===== src/rtl/simon_arbiter.sv =====
// Two-requester front end for a shared SIMON core, with a one-entry key cache; ack 2 cycles + core latency after grant (key phase skipped on hit).
// Backpressure: requests are held by the requester until its ack; the core paces each phase through ldKey/doneKey and ldData/doneData.
module simon_arbiter #(
    parameter int N = 16,
    parameter int M = 4
) (
    input  logic             clk,
    input  logic             R,
    input  logic             req0,
    input  logic             req1,
    input  logic [2*N-1:0]   plain0,
    input  logic [2*N-1:0]   plain1,
    input  logic [M*N-1:0]   key0,
    input  logic [M*N-1:0]   key1,
    output logic             ack0,
    output logic             ack1,
    output logic [2*N-1:0]   cipher0,
    output logic [2*N-1:0]   cipher1,
    output logic             newKey,
    output logic             newData,
    output logic [M*N-1:0]   key,
    output logic [2*N-1:0]   plain,
    input  logic             ldKey,
    input  logic             ldData,
    input  logic             doneKey,
    input  logic             doneData,
    input  logic [2*N-1:0]   cipher
);

    localparam logic [2:0] IDLE      = 3'd0;
    localparam logic [2:0] KEY_REQ   = 3'd1;
    localparam logic [2:0] KEY_WAIT  = 3'd2;
    localparam logic [2:0] DATA_REQ  = 3'd3;
    localparam logic [2:0] DATA_WAIT = 3'd4;
    localparam logic [2:0] RESP      = 3'd5;

    logic [2:0]     state;
    logic           g;
    logic           p;
    logic           kValid;
    logic [M*N-1:0] lastKey;

    logic           gnt;
    logic           hit;
    logic           key_done;
    logic           data_done;
    logic [M*N-1:0] key_g;
    logic [M*N-1:0] key_c;
    logic [2*N-1:0] plain_g;

    // Both asking: serve whoever was not served last; otherwise the lone requester.
    assign gnt     = (req0 && req1) ? ~p : req1;
    assign key_c   = gnt ? key1 : key0;
    assign hit     = kValid && (lastKey == key_c);

    assign key_g   = g ? key1 : key0;
    assign plain_g = g ? plain1 : plain0;

    // A load and its completion in the same cycle collapse the wait state.
    assign key_done  = ((state == KEY_REQ) && ldKey && doneKey) ||
                       ((state == KEY_WAIT) && doneKey);
    assign data_done = ((state == DATA_REQ) && ldData && doneData) ||
                       ((state == DATA_WAIT) && doneData);

    assign newKey  = (state == KEY_REQ);
    assign newData = (state == DATA_REQ);
    assign key     = ((state == KEY_REQ) || (state == KEY_WAIT)) ? key_g : '0;
    assign plain   = ((state == DATA_REQ) || (state == DATA_WAIT)) ? plain_g : '0;
    assign ack0    = (state == RESP) && !g;
    assign ack1    = (state == RESP) && g;

    always_ff @(posedge clk) begin
        if (R) begin
            state <= IDLE;
            g     <= 1'b0;
            p     <= 1'b1;
        end else begin
            case (state)
                IDLE: begin
                    if (req0 || req1) begin
                        g     <= gnt;
                        state <= hit ? DATA_REQ : KEY_REQ;
                    end
                end
                KEY_REQ: begin
                    if (key_done)
                        state <= DATA_REQ;
                    else if (ldKey)
                        state <= KEY_WAIT;
                end
                KEY_WAIT: begin
                    if (key_done)
                        state <= DATA_REQ;
                end
                DATA_REQ: begin
                    if (data_done)
                        state <= RESP;
                    else if (ldData)
                        state <= DATA_WAIT;
                end
                DATA_WAIT: begin
                    if (data_done)
                        state <= RESP;
                end
                RESP: begin
                    p     <= g;
                    state <= IDLE;
                end
                default: state <= IDLE;
            endcase
        end
    end

    always_ff @(posedge clk) begin
        if (R) begin
            kValid  <= 1'b0;
            lastKey <= '0;
            cipher0 <= '0;
            cipher1 <= '0;
        end else begin
            if (key_done) begin
                kValid  <= 1'b1;
                lastKey <= key_g;
            end
            if (data_done) begin
                if (g)
                    cipher1 <= cipher;
                else
                    cipher0 <= cipher;
            end
        end
    end

endmodule


===== config.mk =====
export PLATFORM = sky130hd
export DESIGN_NAME = simon_arbiter
export DESIGN_NICKNAME = d
export VERILOG_FILES = /design/src/rtl/simon_arbiter.sv
export SDC_FILE = /design/constraint.sdc
export NUM_CORES = 1
export LEC_CHECK = 0
export ABC_AREA = 1
export ABC_CLOCK_PERIOD_IN_PS = 2250
export CAP_MARGIN = 10
export CORE_AREA = 2 2 155 157
export CTS_CLUSTER_SIZE = 10
export DETAILED_ROUTE_END_ITERATION = 12
export DIE_AREA = 0 0 157 159
export PLACE_DENSITY = 0.74
export SLEW_MARGIN = 0
export SYNTH_ARGS = -nofsm -noshare
export SYNTH_HDL_FRONTEND = slang
export SYNTH_SLANG_ARGS = --single-unit

===== constraint.sdc =====
create_clock -name clk -period 2.25 [get_ports clk]
set_clock_uncertainty 0.2 [all_clocks]
set_input_delay 0.3375 -clock clk [delete_from_list [all_inputs] [get_ports clk]]
set_output_delay 0.3375 -clock clk [all_outputs]
set_load 0.02 [all_outputs]

==> flow_metrics.env <==
export IMPL_detail_route_iter0_violations=710
export IMPL_switching_component_of_the_power_mw=5.053
export IMPL_post_synth_num_cell_types=27
export IMPL_dp_final_hpwl_mm=25.00
export IMPL_irDropWorstVdd_mv=0.4997
export IMPL_port_buffers=395
export IMPL_power_share_sequential_pct=24.3
export IMPL_antenna_found_initial=8
export IMPL_grt_util_all_layers_pct=26.97
export IMPL_num_vias=11750
export IMPL_die_height_microns=159
export IMPL_synthTopCellsByArea="sky130_fd_sc_hd__dfxtp_1 (31%), sky130_fd_sc_hd__nand2_1 (20%), sky130_fd_sc_hd__o21ai_0 (11%)"
export IMPL_endpoint_kind="output pin"
export IMPL_worst_slack_ps=-94.96
export IMPL_hold_path_class="input port to flop"
export IMPL_timing_rr_start="p$_SDFFE_PP1N_"
export IMPL_mappedNetlistArea_sq_um=8741
export IMPL_final_nets=2323
export IMPL_mappedNetlistNets=1810
export IMPL_worst_path_most_repeated_cell="sky130_fd_sc_hd__buf_4"
export IMPL_globalRoute_totalOverflow=0
export IMPL_maxSlewViolCount=0
export IMPL_place_worst_setup_slack_ps=-531.6
export IMPL_crit_path_max_fo=14
export IMPL_first_global_vias=11220
export IMPL_worst_skew_pair_late_latency_ps=430
export IMPL_post_drt_wl_per_cell_microns=14.29
export IMPL_coreArea_sq_um=23190
export IMPL_cts_hold_buffers=0
export IMPL_failed_checks="setup timing"
export IMPL_rsz_0062_raised_after_global_routing="true"
export IMPL_maximum_clock_insertion_buffer_count=2
export IMPL_gp_congestion=0.8796
export IMPL_worst_pin_slew_ps=353.4
export IMPL_cts_buffers_inserted=17
export IMPL_synth_seq_cells=134
export IMPL_detailed_routing_iterations_pass_1=5
export IMPL_worst_endpoint_required_ps=1710
export IMPL_fin_crit_sh_pct=104.2
export IMPL_crit_arrival_ps=1810
export IMPL_fin_hold_ws_ps=241.8
export IMPL_worst_path_cell_with_the_longest_stage_delay="sky130_fd_sc_hd__dfxtp_4"
export IMPL_via_per_inst=4.833
export IMPL_routed_wl_mm=34.74
export IMPL_cpPeakStageDelay_ps=410
export IMPL_cts_tree="built"
export IMPL_final_period_minus_worst_setup_slack_ps=2345
export IMPL_synthToLayoutAreaGrowth_pct=76.28
export IMPL_synth_seq_area_share_pct=30.69
export IMPL_status="finished, violations left"
export IMPL_crit_path_kind="flop to output pin"
export IMPL_slew_headroom_pct=76.19
export IMPL_rr_endpoint="state[1]$_SDFFE_PP0P_"
export IMPL_critical_path_buf_inv_count=5
export IMPL_setup_viol=11
export IMPL_start_point_of_the_worst_min_delay_path="req1"
export IMPL_final_fill_count=2044
export IMPL_yosysWarnings=0
export IMPL_fp_dieArea_sq_um=24960
export IMPL_cp_start_kind="flop"
export IMPL_cts_htree_levels=4
export IMPL_internal_mw=7.044
export IMPL_post_cts_clock_slew_at_the_launch_and_capture_registers_of_the_worst_setup_and_hold_paths_ps=60
export IMPL_drc=0
export IMPL_ant_nets=0
export IMPL_crit_path_cell_trace="inv_2 > nor2_4 > nand2_2 > nand2_4 > inv_8 > buf_16 > buf_4 > nor2_1 > buf_4"
export IMPL_worst_path_dominant_cell_family="buffers and inverters"
export IMPL_switching_share_pct=41.77
export IMPL_synthesis_instances=1578
export IMPL_number_of_hold_violations_in_the_final_report=0
export IMPL_post_synth_cell_area_avg_sq_um=5.539
export IMPL_cts_sinks=134
export IMPL_floorplan_initialDensity_pct=37.69
export IMPL_row_count=56
export IMPL_global_route_wire_length_before_repair_mm=54.53
export IMPL_clk_pwr_share_pct=22.9
export IMPL_drive_above_1_share_pct=20.25
export IMPL_worst_hold_path_endpoint="g$_SDFFE_PP0P_"
export IMPL_timing_fmax_ghz=0.4264
export IMPL_root_buffer="sky130_fd_sc_hd__clkbuf_16"
export IMPL_leakage_nw=7.539
export IMPL_top_cell_type_by_total_area_after_synthesis="sky130_fd_sc_hd__dfxtp_1"
export IMPL_r2r_cells=15
export IMPL_largest_net_degree_at_the_start_of_global_routing=78
export IMPL_comb_power_share_pct=52.9
export IMPL_synth_top_area_share_pct=30.69
export IMPL_horizontal_die_dimension_microns=157
export IMPL_power_per_cell_area_nw_per_um2=785.1
export IMPL_drv_max_cap_violation_count=0
export IMPL_top_level_ports=396
export IMPL_setup_reg_to_reg_worst_slack_ps=60
export IMPL_min_delay_path_depth=4
[final cells by class]
class                      count  area, sq um  area share, %
antenna                        8        20.02         0.1299
clock buffer                  17        425.4          2.761
clock inverter                15        157.7          1.023
inverter                     244        932.1          6.050
multi-input combinational   1111         5097          33.08
sequential                   134         2699          17.52
tap                          319        399.1          2.590
timing repair buffer         583         5678          36.85
[cell usage after synthesis]
library cell	n
sky130_fd_sc_hd__a211oi_1	9
sky130_fd_sc_hd__a21oi_1	63
sky130_fd_sc_hd__a221o_1	1
sky130_fd_sc_hd__a31oi_1	1
sky130_fd_sc_hd__buf_1	9
sky130_fd_sc_hd__buf_2	17
sky130_fd_sc_hd__buf_4	7
sky130_fd_sc_hd__buf_6	1
sky130_fd_sc_hd__clkbuf_1	55
sky130_fd_sc_hd__clkinv_1	2
sky130_fd_sc_hd__dfxtp_1	134
sky130_fd_sc_hd__inv_1	241
sky130_fd_sc_hd__inv_2	1
sky130_fd_sc_hd__nand2_1	471
sky130_fd_sc_hd__nand2_2	1
sky130_fd_sc_hd__nand3_1	90
sky130_fd_sc_hd__nand3b_1	15
sky130_fd_sc_hd__nand4_1	1
sky130_fd_sc_hd__nor2_1	247
sky130_fd_sc_hd__nor3_1	2
sky130_fd_sc_hd__o211ai_1	4
sky130_fd_sc_hd__o21ai_0	199
sky130_fd_sc_hd__o21ai_1	2
sky130_fd_sc_hd__o22ai_1	1
sky130_fd_sc_hd__o31ai_1	1
sky130_fd_sc_hd__or2_1	1
sky130_fd_sc_hd__xor2_1	2
[placed cells by master, fill, tap and decap left out, drive strengths merged, types with 2 or more instances in the layout]
master,instances
diode,8
clkdlybuf4s50,293
buf,280
a211oi,9
a21oi,63
dfxtp,134
nand3,90
inv,251
dlygate4sd2,2
nor2,247
nand2,472
nor3,2
clkinv,7
clkbuf,22
bufbuf,2
o211ai,4
xor2,2
nand3b,15
o21ai,201
[tightest hold or removal path, cell delays in order]
cell	delay [ps]
sky130_fd_sc_hd__buf_2	190
sky130_fd_sc_hd__nor2_1	70
sky130_fd_sc_hd__o21ai_0	160
sky130_fd_sc_hd__a21oi_1	60
[cell families (layout without fill, tap and decap cells)]
group	count (synthesis)	after routing	synth area share, %
compound gates	281	281	16.58
xor+xnor	2	2	0.2004
simple gates	828	828	37.60
flops	134	134	30.69
other cells	0	8	0
buf+inv	333	859	14.93
[flip-flops by register name, summed over array words and instances, names as in the netlist]
| name | cells |
|---|---|
| lastKey | 64 |
| cipher0 | 32 |
| cipher1 | 32 |
| state | 3 |
| g | 1 |
| kValid | 1 |
| p | 1 |
[power groups by stage]
stage / logic (mW) / clock network (mW) / registers (mW)
2_1_floorplan: 2.88 / 0 / 2.97
3_3_place_gp: 5.66 / 0 / 2.94
3_5_place_dp: 5.73 / 0 / 2.95
4_1_cts: 5.96 / 2.82 / 2.93
5_1_grt: 6.94 / 2.91 / 2.97
6_report: 6.39 / 2.77 / 2.93
[layer usage]
metal	up-vias	share of wire [%]	track usage [%]
li1	5916	-	-
met1	5270	41	32.18
met2	469	48	45.59
met3	95	7.0	5.416
met4	0	4.5	13.80
met5	-	0	0
[stage by stage]
step	area [sq um]	utilization [%]	power [mW]	cells	setup TNS, ps
after floorplan	8746	-	5.852	1578	0
after global placement	14100	60.82	8.603	2359	-12350
after detailed placement	14100	60.82	8.680	2359	-14630
after CTS	14970	64.55	11.71	2414	-3230
after global routing	15410	66.44	12.82	2431	-4310
final	15410	66.44	12.10	2431	-519.4
[worst max path at each step]
stage,startpoint,endpoint,slack (ps),cells past startpoint
2_1_floorplan,state[0]$_SDFFE_PP0P_,key[13],70,8
3_3_place_gp,req0,state[1]$_SDFFE_PP0P_,-370,18
6_report,state[1]$_SDFFE_PP0P_,key[53],-90,9
3_5_place_dp,req0,state[1]$_SDFFE_PP0P_,-530,15
4_1_cts,state[1]$_SDFFE_PP0P_,key[19],-130,9
5_1_grt,state[1]$_SDFFE_PP0P_,key[53],-160,9
[what timing repair did]
item | CTS | global route
gates resized for setup | 492 | 207
endpoints found under the setup margin | 106 | 133
buffers inserted | 18 | 6
hold endpoints to repair | 0 | 0
gates cloned | 5 | 3
pin swaps | 6 | 14
Power figures use the tool's default switching activity.
